===== config.mk =====
export PLATFORM = sky130hd
export DESIGN_NAME = header_filter_flat
export DESIGN_NICKNAME = d
export VERILOG_FILES = /design/src/rtl/header_filter_if.sv /design/src/rtl/header_filter.sv /design/src/flat_wrapper.sv
export SDC_FILE = /design/constraint.sdc
export NUM_CORES = 1
export LEC_CHECK = 0
export ABC_AREA = 1
export CAP_MARGIN = 15
export CORE_MARGIN = 8
export CORE_UTILIZATION = 45
export CTS_CLUSTER_DIAMETER = 40
export DETAILED_ROUTE_END_ITERATION = 8
export PLACE_DENSITY_LB_ADDON = 0.15
export SYNTH_ARGS = -nofsm -noshare
export SYNTH_HDL_FRONTEND = slang
export SYNTH_SLANG_ARGS = --single-unit
export TNS_END_PERCENT = 10

===== constraint.sdc =====
create_clock -name iClk -period 2.75 [get_ports iClk]
set_clock_uncertainty 0.05 [all_clocks]
set_input_delay 0.55 -clock iClk [delete_from_list [all_inputs] [get_ports iClk]]
set_output_delay 0.55 -clock iClk [all_outputs]
set_load 0.02 [all_outputs]

===== src/rtl/header_filter_if.sv =====
// Stream/header bundle between the payload aligner, the header filter and its consumer.
// Signal names follow the filter's documented port list; COUNT_W must match the filter instance.
interface header_filter_if #(
  parameter int COUNT_W = 32
);
  logic [47:0]        iHeader_A;
  logic               iHeader_A_valid;
  logic [47:0]        iHeader_B;
  logic               iHeader_B_valid;
  logic [15:0]        iHeader_C;
  logic               iHeader_C_valid;
  logic [63:0]        iPayload;
  logic               iPayload_valid;
  logic               iSop;
  logic               iEop;
  logic [7:0]         iByte_enable;
  logic [47:0]        iMac_addr;
  logic [15:0]        iEthertype;
  logic               iPromisc;
  logic [63:0]        oPayload;
  logic               oPayload_valid;
  logic               oSop;
  logic               oEop;
  logic [7:0]         oByte_enable;
  logic [47:0]        oHeader_B;
  logic [15:0]        oHeader_C;
  logic               oAbort;
  logic [COUNT_W-1:0] oPass_count;
  logic [COUNT_W-1:0] oDrop_count;

  modport master (
    output iHeader_A, iHeader_A_valid, iHeader_B, iHeader_B_valid,
           iHeader_C, iHeader_C_valid, iPayload, iPayload_valid,
           iSop, iEop, iByte_enable, iMac_addr, iEthertype, iPromisc,
    input  oPayload, oPayload_valid, oSop, oEop, oByte_enable,
           oHeader_B, oHeader_C, oAbort, oPass_count, oDrop_count
  );

  modport slave (
    input  iHeader_A, iHeader_A_valid, iHeader_B, iHeader_B_valid,
           iHeader_C, iHeader_C_valid, iPayload, iPayload_valid,
           iSop, iEop, iByte_enable, iMac_addr, iEthertype, iPromisc,
    output oPayload, oPayload_valid, oSop, oEop, oByte_enable,
           oHeader_B, oHeader_C, oAbort, oPass_count, oDrop_count
  );
endinterface


===== src/rtl/header_filter.sv =====
// Accept/drop filter on destination MAC and ethertype with a one-cycle registered payload path.
// Define HEADER_FILTER_STATS_EN to build the saturating pass/drop counters; otherwise they read 0.
module header_filter #(
  parameter int COUNT_W = 32
) (
  input logic            iClk,
  input logic            iReset,
  header_filter_if.slave bus
);

  typedef enum logic [1:0] {IDLE, PASS, DROP} state_t;

  state_t      state_reg;
  logic [47:0] hold_a_reg;
  logic [47:0] hold_b_reg;
  logic [15:0] hold_c_reg;
  logic [2:0]  seen_reg;

  logic [63:0] payload_reg;
  logic        valid_reg;
  logic        sop_reg;
  logic        eop_reg;
  logic [7:0]  be_reg;
  logic        abort_reg;
  logic [47:0] out_b_reg;
  logic [15:0] out_c_reg;

  logic        sop_beat;
  logic        eop_beat;
  logic [47:0] hdr_a;
  logic [47:0] hdr_b;
  logic [15:0] hdr_c;
  logic [2:0]  seen;
  logic        accept;
  logic        forward;
  logic        truncate;

  assign sop_beat = bus.iPayload_valid & bus.iSop;
  assign eop_beat = bus.iPayload_valid & bus.iEop;

  // A header arriving on the sop beat is used directly instead of the held copy.
  assign hdr_a = bus.iHeader_A_valid ? bus.iHeader_A : hold_a_reg;
  assign hdr_b = bus.iHeader_B_valid ? bus.iHeader_B : hold_b_reg;
  assign hdr_c = bus.iHeader_C_valid ? bus.iHeader_C : hold_c_reg;
  assign seen  = seen_reg | {bus.iHeader_C_valid, bus.iHeader_B_valid, bus.iHeader_A_valid};

  assign accept = (&seen) &
                  (bus.iPromisc |
                   ((hdr_a == bus.iMac_addr) && (hdr_c == bus.iEthertype)) |
                   (hdr_a == 48'hFFFF_FFFF_FFFF));

  assign forward  = sop_beat ? accept : (bus.iPayload_valid && (state_reg == PASS));
  assign truncate = sop_beat && (state_reg == PASS);

  always_ff @(posedge iClk) begin
    if (iReset) begin
      state_reg   <= IDLE;
      hold_a_reg  <= '0;
      hold_b_reg  <= '0;
      hold_c_reg  <= '0;
      seen_reg    <= '0;
      payload_reg <= '0;
      valid_reg   <= 1'b0;
      sop_reg     <= 1'b0;
      eop_reg     <= 1'b0;
      be_reg      <= '0;
      abort_reg   <= 1'b0;
      out_b_reg   <= '0;
      out_c_reg   <= '0;
    end else begin
      if (sop_beat) begin
        seen_reg <= '0;
      end else begin
        if (bus.iHeader_A_valid) begin
          hold_a_reg  <= bus.iHeader_A;
          seen_reg[0] <= 1'b1;
        end
        if (bus.iHeader_B_valid) begin
          hold_b_reg  <= bus.iHeader_B;
          seen_reg[1] <= 1'b1;
        end
        if (bus.iHeader_C_valid) begin
          hold_c_reg  <= bus.iHeader_C;
          seen_reg[2] <= 1'b1;
        end
      end

      if (sop_beat) begin
        if (eop_beat)    state_reg <= IDLE;
        else if (accept) state_reg <= PASS;
        else             state_reg <= DROP;
      end else if (eop_beat) begin
        state_reg <= IDLE;
      end

      valid_reg   <= forward;
      payload_reg <= forward ? bus.iPayload : 64'd0;
      be_reg      <= forward ? bus.iByte_enable : 8'd0;
      sop_reg     <= forward & bus.iSop;
      eop_reg     <= forward & bus.iEop;
      abort_reg   <= forward & truncate;

      // Header outputs latch with the first forwarded beat and hold until the next accept.
      if (sop_beat && accept) begin
        out_b_reg <= hdr_b;
        out_c_reg <= hdr_c;
      end
    end
  end

  assign bus.oPayload       = payload_reg;
  assign bus.oPayload_valid = valid_reg;
  assign bus.oSop           = sop_reg;
  assign bus.oEop           = eop_reg;
  assign bus.oByte_enable   = be_reg;
  assign bus.oAbort         = abort_reg;
  assign bus.oHeader_B      = out_b_reg;
  assign bus.oHeader_C      = out_c_reg;

`ifdef HEADER_FILTER_STATS_EN
  logic       pass_inc;
  logic [1:0] drop_inc;

  // A truncated pass and a rejected new packet on the same beat count as two drops.
  assign pass_inc = forward & eop_beat;
  assign drop_inc = {1'b0, sop_beat & ~accept} + {1'b0, truncate};

  for (genvar gi = 0; gi < 2; gi++) begin : g_cnt
    logic [COUNT_W-1:0] count_reg;
    logic [1:0]         inc;
    logic [COUNT_W:0]   sum;

    assign inc = (gi == 0) ? {1'b0, pass_inc} : drop_inc;
    assign sum = {1'b0, count_reg} + {{(COUNT_W-1){1'b0}}, inc};

    always_ff @(posedge iClk) begin
      if (iReset) begin
        count_reg <= '0;
      end else begin
        count_reg <= sum[COUNT_W] ? {COUNT_W{1'b1}} : sum[COUNT_W-1:0];
      end
    end
  end

  assign bus.oPass_count = g_cnt[0].count_reg;
  assign bus.oDrop_count = g_cnt[1].count_reg;
`else
  assign bus.oPass_count = '0;
  assign bus.oDrop_count = '0;
`endif

endmodule


===== src/flat_wrapper.sv =====
// flat-port wrapper written by rule: the top's interface ports become plain ports
module header_filter_flat 
#(
  parameter int COUNT_W = 32
)
  (iClk, iReset, bus_iHeader_A, bus_iHeader_A_valid, bus_iHeader_B, bus_iHeader_B_valid, bus_iHeader_C, bus_iHeader_C_valid, bus_iPayload, bus_iPayload_valid, bus_iSop, bus_iEop, bus_iByte_enable, bus_iMac_addr, bus_iEthertype, bus_iPromisc, bus_oPayload, bus_oPayload_valid, bus_oSop, bus_oEop, bus_oByte_enable, bus_oHeader_B, bus_oHeader_C, bus_oAbort, bus_oPass_count, bus_oDrop_count);
  header_filter_if #(.COUNT_W(COUNT_W)) bus_i ();
  input logic iClk;
  input logic iReset;
  input wire logic [$bits(bus_i.iHeader_A)-1:0] bus_iHeader_A;
  input wire logic [$bits(bus_i.iHeader_A_valid)-1:0] bus_iHeader_A_valid;
  input wire logic [$bits(bus_i.iHeader_B)-1:0] bus_iHeader_B;
  input wire logic [$bits(bus_i.iHeader_B_valid)-1:0] bus_iHeader_B_valid;
  input wire logic [$bits(bus_i.iHeader_C)-1:0] bus_iHeader_C;
  input wire logic [$bits(bus_i.iHeader_C_valid)-1:0] bus_iHeader_C_valid;
  input wire logic [$bits(bus_i.iPayload)-1:0] bus_iPayload;
  input wire logic [$bits(bus_i.iPayload_valid)-1:0] bus_iPayload_valid;
  input wire logic [$bits(bus_i.iSop)-1:0] bus_iSop;
  input wire logic [$bits(bus_i.iEop)-1:0] bus_iEop;
  input wire logic [$bits(bus_i.iByte_enable)-1:0] bus_iByte_enable;
  input wire logic [$bits(bus_i.iMac_addr)-1:0] bus_iMac_addr;
  input wire logic [$bits(bus_i.iEthertype)-1:0] bus_iEthertype;
  input wire logic [$bits(bus_i.iPromisc)-1:0] bus_iPromisc;
  output wire logic [$bits(bus_i.oPayload)-1:0] bus_oPayload;
  output wire logic [$bits(bus_i.oPayload_valid)-1:0] bus_oPayload_valid;
  output wire logic [$bits(bus_i.oSop)-1:0] bus_oSop;
  output wire logic [$bits(bus_i.oEop)-1:0] bus_oEop;
  output wire logic [$bits(bus_i.oByte_enable)-1:0] bus_oByte_enable;
  output wire logic [$bits(bus_i.oHeader_B)-1:0] bus_oHeader_B;
  output wire logic [$bits(bus_i.oHeader_C)-1:0] bus_oHeader_C;
  output wire logic [$bits(bus_i.oAbort)-1:0] bus_oAbort;
  output wire logic [$bits(bus_i.oPass_count)-1:0] bus_oPass_count;
  output wire logic [$bits(bus_i.oDrop_count)-1:0] bus_oDrop_count;
  assign bus_i.iHeader_A = bus_iHeader_A;
  assign bus_i.iHeader_A_valid = bus_iHeader_A_valid;
  assign bus_i.iHeader_B = bus_iHeader_B;
  assign bus_i.iHeader_B_valid = bus_iHeader_B_valid;
  assign bus_i.iHeader_C = bus_iHeader_C;
  assign bus_i.iHeader_C_valid = bus_iHeader_C_valid;
  assign bus_i.iPayload = bus_iPayload;
  assign bus_i.iPayload_valid = bus_iPayload_valid;
  assign bus_i.iSop = bus_iSop;
  assign bus_i.iEop = bus_iEop;
  assign bus_i.iByte_enable = bus_iByte_enable;
  assign bus_i.iMac_addr = bus_iMac_addr;
  assign bus_i.iEthertype = bus_iEthertype;
  assign bus_i.iPromisc = bus_iPromisc;
  assign bus_oPayload = bus_i.oPayload;
  assign bus_oPayload_valid = bus_i.oPayload_valid;
  assign bus_oSop = bus_i.oSop;
  assign bus_oEop = bus_i.oEop;
  assign bus_oByte_enable = bus_i.oByte_enable;
  assign bus_oHeader_B = bus_i.oHeader_B;
  assign bus_oHeader_C = bus_i.oHeader_C;
  assign bus_oAbort = bus_i.oAbort;
  assign bus_oPass_count = bus_i.oPass_count;
  assign bus_oDrop_count = bus_i.oDrop_count;
  header_filter #(.COUNT_W(COUNT_W)) u_core (.iClk(iClk), .iReset(iReset), .bus(bus_i));
endmodule

After elaboration in Yosys (flattened, before gate mapping)
Index checks and enable logic that the tools add are counted.
{"block": "totals", "register_bits": 257, "inputBits": 257, "wordCells": 45}
{"block": "classes", "n_eq_ne": 4, "mux": 8, "bitwise": 10, "reduce_logical": 8}
{"op": "48-bit 2-to-1 mux", "count": 2}
{"op": "48-bit equality test", "count": 1}
{"op": "48-bit equality test, second input constant", "count": 1}
{"op": "16-bit equality test", "count": 1}
{"op": "16-bit 2-to-1 mux", "count": 1}
{"op": "2-bit 2-to-1 mux", "count": 4}
{"op": "1-bit AND", "count": 6}
{"op": "1-bit logical AND", "count": 4}
{"op": "2-bit OR reduction", "count": 2}
{"op": "3-bit OR", "count": 1}
{"op": "3-bit AND reduction", "count": 1}
{"op": "2-bit by 1-bit equality test with 1-bit output, second input constant", "count": 1}
{"op": "1-bit OR", "count": 2}
{"op": "2-bit nonzero test", "count": 1}
{"op": "1-bit 2-to-1 mux", "count": 1}
{"op": "1-bit inverter", "count": 1}

Longest topological paths before layout
Gate-level depths: netlist (run 1).
{"block": "depth", "ltp_word": 9, "mapped_depth": 20, "mapped_depth_nobuf": 15}

Least setup slack after synthesis (run 1)
OpenSTA, ideal clock, no wires.
{"block": "synth_path", "kind": "input-to-reg", "startpoint": "input port bus_iHeader_A_valid", "endpoint": "register u_core.out_b_reg[10] (netlist: u_core.bus.oHeader_B[10])", "setup_ns": 0.115, "arrival_ns": 2.177, "required_time_ns": 2.585, "path_slack_ns": 0.408, "cell_stages": 20, "cell_sequence": "buf_2 inv_2 buf_6 buf_6 nand2_1 nand2_1 nand2_1 nand2_1 nor2_1 nand2_1 nor2_1 nand2_1 nor2_1 nand2_1 nand2_1 buf_4 buf_2 nand3_1 nand2_1 nor2_1"}
{"block": "synth_via", "elab_chain_cells": 7, "elab_cells_between_ends": 10}
{"item": "start, declared", "line": "flat_wrapper.sv:11", "text": "input wire logic [$bits(bus_i.iHeader_A_valid)-1:0] bus_iHeader_A_valid;"}
{"item": "48-bit 2-to-1 mux", "line": "header_filter.sv:42", "text": "assign hdr_a = bus.iHeader_A_valid ? bus.iHeader_A : hold_a_reg;"}
{"item": "48-bit equality test", "line": "header_filter.sv:49", "text": "((hdr_a == bus.iMac_addr) && (hdr_c == bus.iEthertype)) |"}
{"item": "1-bit logical AND", "line": "header_filter.sv:49"}
{"item": "1-bit OR", "line": "header_filter.sv:48", "text": "(bus.iPromisc |"}
{"item": "1-bit OR", "line": "header_filter.sv:49"}
{"item": "1-bit AND *", "line": "header_filter.sv:47", "text": "assign accept = (&seen) &"}
{"item": "1-bit logical AND *", "line": "header_filter.sv:104", "text": "if (sop_beat && accept) begin"}
{"item": "end signal, assigned", "line": "header_filter.sv:105", "text": "out_b_reg <= hdr_b;"}
{"item": "end, declared", "line": "header_filter.sv:25", "text": "logic [47:0] out_b_reg;"}
Mark *: on every way between the ends. The rest lies on a longest branch, timed or not.
A chain may end at the register's enable or synchronous reset.

Worst setup path after layout (run 1)
{"block": "layout_path", "startpoint": "input port bus_iHeader_C_valid", "endpoint": "register u_core.payload_reg[27] (netlist: u_core.bus.oPayload[27])"}
{"block": "layout_via", "elab_chain_cells": 9, "elab_cells_between_ends": 11}
{"item": "start, declared", "line": "flat_wrapper.sv:15", "text": "input wire logic [$bits(bus_i.iHeader_C_valid)-1:0] bus_iHeader_C_valid;"}
{"item": "16-bit 2-to-1 mux", "line": "header_filter.sv:44", "text": "assign hdr_c = bus.iHeader_C_valid ? bus.iHeader_C : hold_c_reg;"}
{"item": "16-bit equality test", "line": "header_filter.sv:49"}
{"item": "1-bit logical AND", "line": "header_filter.sv:49"}
{"item": "1-bit OR", "line": "header_filter.sv:48"}
{"item": "1-bit OR", "line": "header_filter.sv:49"}
{"item": "1-bit AND *", "line": "header_filter.sv:47"}
{"item": "1-bit 2-to-1 mux *", "line": "header_filter.sv:52", "text": "assign forward = sop_beat ? accept : (bus.iPayload_valid && (state_reg == PASS));"}
{"item": "1-bit inverter (no line) *"}
{"item": "2-bit OR reduction (no line) *"}
{"item": "end signal, assigned", "line": "header_filter.sv:97", "text": "payload_reg <= forward ? bus.iPayload : 64'd0;"}
{"item": "end, declared", "line": "header_filter.sv:19", "text": "logic [63:0] payload_reg;"}
Marks and branches as above.

==> results.yml, run 1 <==
placement:
  gp_congestion: 0.9110
  dpl_cell_area_mm2: 0.01647
  dp_hpwl_um: 29430
  portBuffers: 396
  placed_cells: 2422
global_route:
  gr-usage-all-layers_pct: 23.30
  gr-total-overflow: 0
  grt_start_max_net_pins: 228
  grt_pass1_vias: 11610
  antenna_found_initial: 2
  grt_pass1_wl_um: 62190
critical_path:
  startpoint_type: "input port"
  cp.arrival_ps: 2800
  worst-endpoint-required_ps: 3120
  criticalPathCategory: "in2reg"
  cp_common_cell: "nand2_1"
  path_cells: "clkdlybuf4s50_1 -> inv_1 -> buf_4 -> nand2_1 -> nand2_1 -> nand2_1 -> nand2_1 -> nor2_1 -> nand2_1 -> nor2_1 -> nand2_1 -> nor2_1 -> nand2_1 -> nand2_4 -> nand3_2 -> buf_12 -> buf_12 -> a21oi_1"
  slowest_stage: "clkdlybuf4s50_1"
  critical_path.max_stage_delay_ps: 510
  crit_fanout: 24
  worst_setup_path_end_kind: "flip-flop"
cts:
  path_clk_slew_ps: 50
  root_buffer: "clkbuf_16"
  cts_tree: "built"
  cts_made_buffers: 36
  ctsResizeCount: 0
  h-tree-depth: 2
  cts_sinks: 257
  clkLatencyLatePin_ps: 510
  cts_hold_buf: 0
  clk_path_buf_depth: 3
  postCtsSetupBuffers: 0
sta:
  period_needed_ps: 2435
  period_share_pct: 88.53
  fin_hold_ws_ps: 348.6
  hold_violations: 0
  rsz0062_at_grt: "false"
  fmax_mhz: 410.7
  fin_tns_setup_ps: 0
  finalSetupViolCount: 0
  worst_pin_slew_ps: 847.0
  slew_viol_final: 0
  slew_headroom_pct: 43.54
floorplanning:
  dieArea_mm2: 0.03226
  start_util_pct: 45.20
  core-area_mm2: 0.02665
  die_h_um: 179.6
  die_w_um: 179.6
  io_pins: 461
  num_rows: 60
routing:
  dr_total_vias: 12210
  ant_nets: 0
  viasPerCell: 4.906
  dr.first_iter.drc_count: 911
  drc_errors: 0
  finalWirelength_um: 39310
  dr.pass1.iters: 5
  wl_per_cell_um: 15.80
synth:
  ys_warn_count: 0
  syn_inst: 1721
  synth-edff-count: 0
  synth_top_area_share_pct: 42.71
  async_reset_ff_share_pct: 0
  yosysSeqAreaShare_pct: 42.71
  synthDistinctLibCells: 27
  synth_area_mm2: 0.01205
  synth_area_leader_cell: "dfxtp_1"
  synth.avg_cell_area_um2: 7.000
  synth-seq-cells: 257
  ys_top_cells_by_area: "dfxtp_1, nand2_1, a21oi_1"
  ys.flop_type: "dfxtp_1"
outcome:
  status: "finished clean"
power:
  power_density_mw_per_mm2: 577.8
  irDropWorstVdd_mv: 0.3674
  power.leakage_nw: 8.059
finish:
  area_growth_pct: 47.12
  final_common_cell: "nand2_1"
  utilization_pct: 66.50
  final_cell_mix: "nand2_1, clkdlybuf4s50_1, dfxtp_1"
  multiInputGateArea_mm2: 0.005512
  ff_latch_area_mm2: 0.005145
  finalInstanceArea_mm2: 0.01772
  final.fill_count: 2306
  nets: 2376
  final_cells: 2488
  drive_gt1_share_pct: 7.646
  largest_reg_flops: 64
run:
  cap_viol_max_count: 0
min_path:
  holdCritPathClass: "in2reg"
-- routing by layer --
layer	up-vias	part of all wire (%)	global-route usage, %
li1	6220	-	-
met1	5453	43	29.44
met2	468	48	38.84
met3	66	6.9	5.484
met4	0	2.6	7.269
met5	-	0	0
-- logic make-up after synthesis --
group / Yosys count / synth area share [%]
flops: 257 / 42.71
buf+inv: 351 / 13.71
other cells: 1 / 0.03113
compound gates: 367 / 16.19
simple gates: 697 / 23.37
mux: 48 / 3.988
-- synthesized netlist by cell type (all sizes together), types with 2 or more instances --
master / n
nand2: 429
dfxtp: 257
a21oi: 219
inv: 178
nand3: 130
nor2: 129
o21ai: 114
buf: 107
clkbuf: 65
mux2i: 48
a31oi: 32
nand3b: 3
nor3: 2
or2: 2
-- path summary, 6_finish.rpt --
kind         cells past startpoint  slack [ps]                   from                 endpoint
max                             18         320    bus_iHeader_C_valid  u_core.bus.oPayload[27]
min                              3         350    bus_iHeader_B_valid       u_core.seen_reg[1]
max reg2reg                     15         540  u_core.hold_a_reg[15]  u_core.bus.oPayload[27]
min reg2reg                      2         410    u_core.state_reg[0]        u_core.bus.oAbort
-- stage by stage --
stage / total power [W] / worst slack [ps]
final: 0.01024 / 315.3
after global routing: 0.01065 / 83.03
after CTS: 0.01032 / 315.4
after detailed placement: 0.005548 / -188.0
after global placement: 0.005523 / -146.0
after floorplan: 0.004900 / 408.4
-- power breakdown --
part           internal, W  switching (W)
Combinational     0.000721       0.000797
Clock              0.00302        0.00173
Sequential         0.00389      0.0000766
Total              0.00763        0.00261
-- layout make-up --
cell class	count	share of cell area, %
inverter	179	3.805
clock inverter	20	1.546
multi-input combinational	1176	31.10
clock buffer	44	5.485
tap	341	2.407
timing repair buffer	469	26.60
antenna	2	0.02824
sequential	257	29.03
-- worst max-delay path: cells and delay by family --
| kind | cells | cell delay (ps) |
|---|---|---|
| AOI/OAI and AO/OA | 1 | 160 |
| buffers and inverters | 5 | 1130 |
| and+or+nand+nor | 12 | 940 |
Power figures use the tool's default switching activity.
==> run 2, diff against run 1 <==
- CORE_UTILIZATION: 45 -> 46
- CTS_BUF_LIST: default -> sky130_fd_sc_hd__clkbuf_2
- REMOVE_ABC_BUFFERS: default -> 1
==> run 2 against run 1 <==
Largest power group is now sequential cells. Register-to-register slack lost 130 ps. Wire length decreased by 0.79%. Non-clock buffer count decreased by 36. Worst hold slack worse by 150 ps. Power shrank 20%. Critical path type unchanged. Via count grew 1.1%. Final area is 5.2% lower. Combinational power shrank 4%. Maximum frequency is 2.0% lower. Critical path depth down 3.
==> results.yml, run 2 (same netlist as run 1, synthesis figures left out) <==
cts:
  cts_made_buffers: 70
  h-tree-depth: 3
  ctsResizeCount: 0
  cts_tree: "built"
  clkLatencyLatePin_ps: 830
  root_buffer: "clkbuf_2"
  cts_sinks: 257
  path_clk_slew_ps: 100
  clk_path_buf_depth: 3
  cts_hold_buf: 1
  postCtsSetupBuffers: 0
routing:
  dr.pass1.iters: 7
  dr.first_iter.drc_count: 761
  finalWirelength_um: 39000
  viasPerCell: 4.932
  wl_met2_um: 18580
  dr_total_vias: 12340
  drc_errors: 0
  ant_nets: 0
  wl_met1_um: 15850
  wl_per_cell_um: 15.58
  met3WireLength_um: 3570
  highest_layer: "met4"
global_route:
  grt_pass1_wl_um: 59350
  gr-usage-all-layers_pct: 23.29
  gr-total-overflow: 0
  grt_pass1_vias: 11750
  grt_start_max_net_pins: 228
  antenna_found_initial: 4
floorplanning:
  num_rows: 59
  core-area_mm2: 0.02591
  die_w_um: 177.8
  die_h_um: 177.8
  start_util_pct: 46.49
  io_pins: 461
  dieArea_mm2: 0.03162
sta:
  worst_pin_slew_ps: 885.5
  hold_violations: 0
  fin_hold_ws_ps: 200.9
  worst_slack_ps: 265.2
  finalSetupViolCount: 0
  slew_viol_final: 0
  fmax_mhz: 402.5
  period_share_pct: 90.36
  period_needed_ps: 2485
  rsz0062_at_grt: "false"
  slew_headroom_pct: 40.97
power:
  irDropWorstVdd_mv: 0.2684
  power.leakage_nw: 7.765
  power_density_mw_per_mm2: 488.4
finish:
  area_growth_pct: 39.42
  nets: 2374
  final_common_cell: "nand2_1"
  drive_gt1_share_pct: 8.329
  largest_reg_flops: 64
  finalInstanceArea_mm2: 0.01679
  final.fill_count: 2368
  final_cell_mix: "nand2_1, clkdlybuf4s50_1, dfxtp_1"
critical_path:
  critical_path.max_stage_delay_ps: 450
  path_depth: 15
  worst-endpoint-required_ps: 3420
  crit_fanout: 77
  slowest_stage: "clkdlybuf4s50_1"
  path_buf_inv: 3
  path_cells: "clkdlybuf4s50_1 -> inv_1 -> nand2_1 -> nand3_1 -> nand2_1 -> nor2_1 -> nand2_1 -> nor2_1 -> nand2_1 -> nor2_1 -> nand2_1 -> nand2_4 -> nand3_2 -> buf_12 -> a21oi_1"
  cp_common_cell: "nand2_1"
  criticalPathCategory: "in2reg"
  startpoint_type: "input port"
  worstRegToRegCells: 15
  cp_top_family: "simple AND/OR/NAND/NOR gates"
  cp.arrival_ps: 3150
  worst_setup_path_end_kind: "flip-flop"
min_path:
  min_path_cells: 3
  holdCritPathClass: "in2reg"
placement:
  gp_congestion: 0.8910
  dp_hpwl_um: 28510
  portBuffers: 396
  dpl_cell_area_mm2: 0.01614
  pre_cts_slack_ps: -412.2
run:
  cap_viol_max_count: 0
outcome:
  status: "finished clean"
run 2: cell count changes in the layout (fill, tap and decap cells not counted), moves of 4 or more:
| cell | change |
|---|---|
| clkinv_1 | +4 |
| buf_12 | -4 |
| clkbuf_2 | +107 |
| diode_2 | +5 |
| clkinv_4 | -4 |
| clkbuf_1 | -5 |
| clkbuf_16 | -37 |
| buf_4 | -33 |
run 2: path summary, 6_finish.rpt:
kind / from / end / slack (ps)
worst min-delay path: bus_iPayload[12] / u_core.bus.oPayload[12] / 200
worst max-delay path: bus_iHeader_C_valid / u_core.bus.oPayload[11] / 270
worst min register to register: u_core.bus.oHeader_B[35] / u_core.bus.oHeader_B[35] / 440
worst max register to register: u_core.hold_a_reg[8] / u_core.bus.oPayload[11] / 410
run 2: worst reg2reg max path, delay by kind of cell, from the launching register on:
kind	cells	cell delay, ps
and+or+nand+nor	12	1280
buffers and inverters	2	360
DFF	1	320
AOI/OAI and AO/OA	1	270
run 2: area by class of cell:
class                   instances  area [um2]  area share (%)
flip-flops and latches        257        5145           30.63
diodes                          7       17.52          0.1043
well taps                     335       419.2           2.496
clock buffers                 107       535.5           3.189
inverters                     179       674.4           4.015
multi-input cells            1176        5512           32.82
clock inverters                 9       95.09          0.5662
repair buffers                433        4397           26.18
run 2: per-layer routing:
layer | up-vias | global-route usage [%]
li1 | 6249 | -
met1 | 5523 | 26.73
met2 | 502 | 39.12
met3 | 70 | 7.915
met4 | 0 | 9.691
met5 | - | 0
run 2: metrics by stage:
step / util, % / setup TNS, ps / std cells / total power, W
after detailed placement: 62.28 / -51690 / 2379 / 0.005493
final: 64.82 / 0 / 2503 / 0.008202
after floorplan: - / -1309640 / 1612 / 0.004790
after global placement: 62.28 / -49410 / 2379 / 0.005459
after global routing: 64.79 / 0 / 2500 / 0.008689
after CTS: 64.75 / 0 / 2496 / 0.008297
run 2: power by group:
part / internal [W] / total (W) / switching, W / leakage (nW)
combinational: 0.000690 / 0.00146 / 0.000774 / 5.18
clock: 0.00120 / 0.00278 / 0.00158 / 0.488
sequential: 0.00388 / 0.00396 / 0.0000738 / 2.10
